<file path="src/rtl/operand_bypass_unit.sv">
// EX-stage operand bypass for the RV32 5-stage pipeline: in-flight rd tags, load-use detect, forward selects.
// Optional macro BYPASS_PERF_CNT_EN adds load-use and forward event counters.
module operand_bypass_unit #(
  parameter int XLEN    = 32,
  parameter int NUM_SRC = 2,
  parameter int REG_AW  = 5
) (
  input  logic                      clk,
  input  logic                      rst,
  input  logic                      id_valid,
  input  logic [NUM_SRC*REG_AW-1:0] id_rs,
  input  logic [REG_AW-1:0]         id_rd,
  input  logic                      id_rd_we,
  input  logic                      id_is_load,
  input  logic                      pipe_stall,
  input  logic                      flush_ex,
  input  logic [NUM_SRC*XLEN-1:0]   ex_rs_data,
  input  logic [XLEN-1:0]           alu_result_mem,
  input  logic [XLEN-1:0]           result_wb,
  output logic [NUM_SRC*XLEN-1:0]   ex_op_data,
  output logic [NUM_SRC*2-1:0]      forward_sel,
`ifdef BYPASS_PERF_CNT_EN
  output logic [31:0]               perf_load_use_cnt,
  output logic [31:0]               perf_fwd_cnt,
`endif
  output logic                      load_use_stall
);

  localparam logic [1:0] FORWARD_NONE     = 2'd0;
  localparam logic [1:0] FORWARD_FROM_WB  = 2'd1;
  localparam logic [1:0] FORWARD_FROM_MEM = 2'd2;

  // The WB tag is never forwarded from (write-first register file), and MEM never
  // needs is_load, so only the fields that feed a decision are kept.
  logic                 ex_valid_reg, ex_we_reg, ex_load_reg;
  logic [REG_AW-1:0]    ex_rd_reg;
  logic                 mem_valid_reg, mem_we_reg;
  logic [REG_AW-1:0]    mem_rd_reg;
  logic [NUM_SRC*2-1:0] forward_sel_reg;
  logic [NUM_SRC*2-1:0] forward_sel_next;
  logic [NUM_SRC-1:0]   ex_match, mem_match;
  logic                 ex_fwd_ok, mem_fwd_ok, take_id;

  assign ex_fwd_ok  = ex_valid_reg  & ex_we_reg  & (ex_rd_reg  != '0);
  assign mem_fwd_ok = mem_valid_reg & mem_we_reg & (mem_rd_reg != '0);

  genvar gi;
  generate
    for (gi = 0; gi < NUM_SRC; gi++) begin : g_src
      logic [REG_AW-1:0] rs;
      logic [1:0]        sel;
      assign rs  = id_rs[gi*REG_AW +: REG_AW];
      assign sel = forward_sel_reg[gi*2 +: 2];
      assign ex_match[gi]  = ex_fwd_ok  && (rs == ex_rd_reg);
      assign mem_match[gi] = mem_fwd_ok && (rs == mem_rd_reg);
      // EX entry is newest, so it outranks MEM on a double match.
      assign forward_sel_next[gi*2 +: 2] = ex_match[gi]  ? FORWARD_FROM_MEM :
                                           mem_match[gi] ? FORWARD_FROM_WB  : FORWARD_NONE;
      assign ex_op_data[gi*XLEN +: XLEN] = (sel == FORWARD_FROM_WB)  ? result_wb      :
                                           (sel == FORWARD_FROM_MEM) ? alu_result_mem :
                                           ex_rs_data[gi*XLEN +: XLEN];
    end
  endgenerate

  assign load_use_stall = id_valid & ex_load_reg & (|ex_match);
  assign take_id        = id_valid & ~load_use_stall & ~flush_ex;
  assign forward_sel    = forward_sel_reg;

  always_ff @(posedge clk) begin
    if (rst) begin
      ex_valid_reg    <= 1'b0;
      ex_we_reg       <= 1'b0;
      ex_load_reg     <= 1'b0;
      ex_rd_reg       <= '0;
      mem_valid_reg   <= 1'b0;
      mem_we_reg      <= 1'b0;
      mem_rd_reg      <= '0;
      forward_sel_reg <= '0;
    end else if (!pipe_stall) begin
      mem_valid_reg   <= ex_valid_reg;
      mem_we_reg      <= ex_we_reg;
      mem_rd_reg      <= ex_rd_reg;
      ex_valid_reg    <= take_id;
      ex_we_reg       <= id_rd_we;
      ex_load_reg     <= take_id & id_is_load;
      ex_rd_reg       <= id_rd;
      forward_sel_reg <= take_id ? forward_sel_next : '0;
    end
  end

`ifdef BYPASS_PERF_CNT_EN
  logic [31:0] perf_load_use_cnt_reg, perf_fwd_cnt_reg;
  logic [1:0]  fwd_new_cnt;

  always_comb begin
    fwd_new_cnt = 2'd0;
    for (int i = 0; i < NUM_SRC; i++) begin
      fwd_new_cnt = fwd_new_cnt + {1'b0, (|forward_sel_next[i*2 +: 2])};
    end
  end

  always_ff @(posedge clk) begin
    if (rst) begin
      perf_load_use_cnt_reg <= '0;
      perf_fwd_cnt_reg      <= '0;
    end else if (!pipe_stall) begin
      if (load_use_stall) perf_load_use_cnt_reg <= perf_load_use_cnt_reg + 32'd1;
      if (take_id)        perf_fwd_cnt_reg      <= perf_fwd_cnt_reg + {30'd0, fwd_new_cnt};
    end
  end

  assign perf_load_use_cnt = perf_load_use_cnt_reg;
  assign perf_fwd_cnt      = perf_fwd_cnt_reg;
`endif

endmodule

</file>
<file path="config.mk">
export PLATFORM = sky130hd
export DESIGN_NAME = operand_bypass_unit
export DESIGN_NICKNAME = d
export VERILOG_FILES = /design/src/rtl/operand_bypass_unit.sv
export SDC_FILE = /design/constraint.sdc
export NUM_CORES = 1
export LEC_CHECK = 0
export ABC_AREA = 1
export CAP_MARGIN = 0
export CORE_UTILIZATION = 35
export CTS_CLUSTER_DIAMETER = 150
export DETAILED_ROUTE_END_ITERATION = 7
export PLACE_DENSITY_LB_ADDON = 0.3
export SLEW_MARGIN = 20
export SYNTH_ARGS = -nofsm -noshare
export SYNTH_HDL_FRONTEND = slang
export SYNTH_SLANG_ARGS = --single-unit
</file>
<file path="constraint.sdc">
create_clock -name clk -period 2.8 [get_ports clk]
set_clock_uncertainty 0.2 [all_clocks]
set_input_delay 0.7 -clock clk [delete_from_list [all_inputs] [get_ports clk]]
set_output_delay 0.7 -clock clk [all_outputs]
set_load 0.02 [all_outputs]
</file>
* Word level (Yosys, flattened, before mapping)
Cells that the tools add are included.
Storage, ports and cells: word-level logic and storage cells 43, input bits 150, flip-flop bits (word level) 19
Cells by class: reduce and logical (&&, ||, !) cells 7, muxes and demuxes 9, bitwise operators 11, equal/unequal tests 8
Operators by type and width (number):
- two-way mux 32 bit | 4
- equality test 5 bit | 4
- nonzero test 5 bit | 2
- AND 1 bit | 9
- equality test 2 x 1 -> 1 bit, second input constant | 2
- equality test 2 bit, second input constant | 2
- logical AND 1 bit | 4
- two-way mux 2 bit | 2
- two-way mux 4 bit | 1
- two-way mux 1 bit | 2
- NOT 1 bit | 2
- OR reduction 2 bit | 1

* Logic depth before layout (Yosys ltp)
depth in word-level cells 9, mapped depth 10, depth with buffers taken out 10

* Worst setup path before layout
OpenSTA, ideal clock, no wires.
kind register -> output, from register forward_sel_reg[1] (netlist: forward_sel[1]), to output ex_op_data[23], setup slack 0.534 ns, arrival time 1.366 ns, cell stages (with the launch flop) 6, buffers on the path 1, cell sequence dfxtp_1 -> inv_2 -> nor2_2 -> clkbuf_1 -> o211ai_1 -> o21ai_1
Between the ends: longest elaborated chain between the ends 3
Ends and longest elaborated chain:
- start: declaration | line 39 | logic [NUM_SRC*2-1:0] forward_sel_reg;
- start signal: assignment | line 87 | forward_sel_reg <= take_id ? forward_sel_next : '0;
- equality test 2 bit | line 60 | (sel == FORWARD_FROM_MEM) ? alu_result_mem :
- two-way mux 32 bit | line 60
- two-way mux 32 bit (*) | line 59 | assign ex_op_data[gi*XLEN +: XLEN] = (sel == FORWARD_FROM_WB) ? result_wb :
- end: declaration | line 20 | output logic [NUM_SRC*XLEN-1:0] ex_op_data,
Mark *: on every way between the ends. The rest lies on a longest branch, timed or not.

* Final worst setup path
from input alu_result_mem[22], to output ex_op_data[22]
Between the ends: longest elaborated chain between the ends 2
Ends and longest elaborated chain:
- start: declaration | line 18 | input logic [XLEN-1:0] alu_result_mem,
- two-way mux 32 bit | line 60
- two-way mux 32 bit | line 59
Every way passes these cells.

==> results.md <==
* Critical path type: in -> out
* Share of post-route cells with drive strength above 1 at 6.30%
* Max-slew violation count at 0
* Area delta synth->final at 93.2%
* Wire per inst at 14.9 µm
* Site Rows at 30
* Non-filler cells, final at 763
* DRT Pass-1 Iters at 5
* Largest net degree at the start of global routing at 65
* F_max at 0.363 GHz
* I/O pin count at 219
* GRT Max-Usage Layer: met2
* Placed Area at 0.00491 mm²
* Mapped Cells at 458
* Vias in the first global route at 3592
* Post-Syn Area per Cell at 5.54 µm²
* Global-route wire length before repair at 17.1 mm
* Dpl hpwl at 9.20 mm
* HP Class: reg -> reg
* Antenna violations before repair at 0
* Congestion Overflow GR at 0
* Number of diodes at 0
* WP data arrival at 1860 ps
* Synth area leaders: o211ai_1 (19%), nand2_1 (17%), dfxtp_1 (15%)
* Fin. Hold Viols at 0
* Critical Path End Type: output port
* Synth unique cells at 24
* CP startpoint kind: primary input
* Crit-path cells: clkdlybuf4s50_1 -> inv_1 -> nand2_1 -> o211ai_1 -> o21ai_1 -> dlygate4sd2_1
* CTS tree: built
* Yosys Warn Count at 0
* Final worst-path cycle share at 98.4%
* Inst Count DP at 759
* Setup WS post-layout at 43.6 ps
* Clock sinks at 19
* PortBufs at 218
* H-tree depth at 1
* Status: complete, no violations
* Critical Path Fanout Max at 2
* CP max stage cell: clkdlybuf4s50_1
* Pwr Density at 209 mW/mm²
* Tmin final at 2760 ps
* Worst path required time at 1900 ps
* Antenna violation net count after detailed routing at 0
* Synth Register Bits at 19
* Die X-Extent at 87.1 µm
* Routed WL at 11.4 mm
* Pre-CTS WS at -493 ps
* Via count at 3873
* Leak at 2.18 nW
* Setup violators final at 0
* Final TNS setup at 0 ps
* Worst-path clk slew at 70 ps
* Max incr delay on CP at 460 ps
* Final Net Count at 818
* CTS buffer count at 3
* RSZ-0062 raised after global routing: no
* CTS Buffer Depth at 2
* Initial Util at 36.7%
* Worst Tran Pin Value at 743 ps
* Yosys top cell by area: o211ai_1
* GRT Total Usage at 28.6%
* Maximum VDD drop at 0.000277 V
* Layout Cell Area excl Fill at 0.00490 mm²
* Via/cell ratio at 5.08
* First DRT Iteration DRCs at 155
* Normalized max-slew margin at 50.3%
* Clk_lat worst skew at 260 ps
* Met1 Resource Use GR at 31.7%
* Maxcap violations at 0
* Area fraction of the dominant cell type after synthesis at 18.9%
* Sequential-to-total area share from yosys stat at 15.0%
* Met2 track demand over resource at 50.4%
* GPL Wtd Cong at 0.924
* M3 GR Usage at 9.10%
* Cell area after synthesis at 0.00254 mm²
* Die Area at 0.00759 mm²
* Floorplan die height at 87.1 µm
* Syn_nets at 608
* Root buffer cell: clkbuf_8
* Drt drc at 0
* Core box area at 0.00691 mm²
[final timing paths]
| kind | depth (start not counted) | from | end | slack [ps] |
|---|---|---|---|---|
| hold / removal | 2 | ex_load_reg | ex_load_reg | 270 |
| setup / recovery | 6 | alu_result_mem[22] | ex_op_data[22] | 40 |
| setup reg to reg | 9 | ex_rd_reg[0] | forward_sel[3] | 1080 |
| hold reg to reg | 2 | ex_load_reg | ex_load_reg | 270 |
[layout by cell type, fill, tap and decap left out]
master             n
buf_4             13
nand3_1           12
dlygate4sd2_1     66
nor2_4             3
dlymetal6s2s_1     7
nand4_1            1
nand2_4            1
xor2_1             6
clkbuf_8           3
o211ai_1          64
inv_1             76
dfxtp_1           19
clkdlybuf4s15_1    1
buf_12             5
o21ai_1           66
xnor2_1            8
nor2b_1            2
a21oi_2            1
clkinv_2           1
clkdlybuf4s50_1  143
a21oi_1           13
nand2_1          112
inv_2              9
a211oi_1           6
nor2_1            22
nand2_2            5
xnor2_2            1
clkinv_1           1
[synthesized netlist by cell type (all sizes together)]
library cell / instances
nand2: 118
inv: 85
o21ai: 66
o211ai: 64
nor2: 25
clkbuf: 19
dfxtp: 19
a21oi: 14
nand3: 12
buf: 11
xnor2: 9
a211oi: 6
xor2: 6
nor2b: 2
clkinv: 1
nand4: 1
[layout make-up]
| type | instances | area (µm²) |
|---|---|---|
| repair buffers | 235 | 2300 |
| fillers | 636 | 2010 |
| multi-input cells | 323 | 1730 |
| flip-flops and latches | 19 | 380 |
| inverters | 86 | 323 |
| well taps | 96 | 120 |
| clock buffers | 3 | 41.3 |
| clock inverters | 1 | 5.00 |
[worst max-delay path, delay by kind of cell]
kind | cells | cell delay [ps]
AOI/OAI and AO/OA | 2 | 200
buffers and inverters | 3 | 890
and+or+nand+nor | 1 | 70
[routing by layer]
metal  share of wire [%]  up-vias
met1                  37     1725
met3                  11       34
met4                 4.0        0
li1                    -     1932
met2                  48      182
met5                   0        -
[stage by stage]
| step | hold WS [ps] | power, mW | utilization (%) |
|---|---|---|---|
| final | 272 | 1.02 | 71.0 |
| after global routing | 286 | 1.08 | 71.0 |
| after CTS | 274 | 1.02 | 70.5 |
| after detailed placement | 263 | 0.865 | 71.1 |
| after global placement | 253 | 0.854 | 71.1 |
| after floorplan | 245 | 0.515 | - |
[timing repair]
| action | CTS | global route |
|---|---|---|
| hold buffers | 0 | 0 |
| pin swaps | 1 | 1 |
| resized for setup | 72 | 10 |
| setup endpoints to repair | 65 | 2 |
| buffers inserted | 0 | 0 |
[kinds of logic (layout without fill, tap and decap cells)]
family	after synthesis	after routing	synth area share, %
AND/OR/NAND/NOR	158	158	25.3
XOR/XNOR	15	15	5.18
flip-flops	19	19	15.0
buffers and inverters	116	325	17.9
AO/OA/AOI/OAI	150	150	36.7
[report_power, final]
group,total [mW],switching [mW],internal [mW]
clock network,0.199,0.0993,0.0992
registers,0.295,0.0144,0.281
logic,0.531,0.224,0.307
total,1.02,0.337,0.687
(Power assumes the default switching activity.)
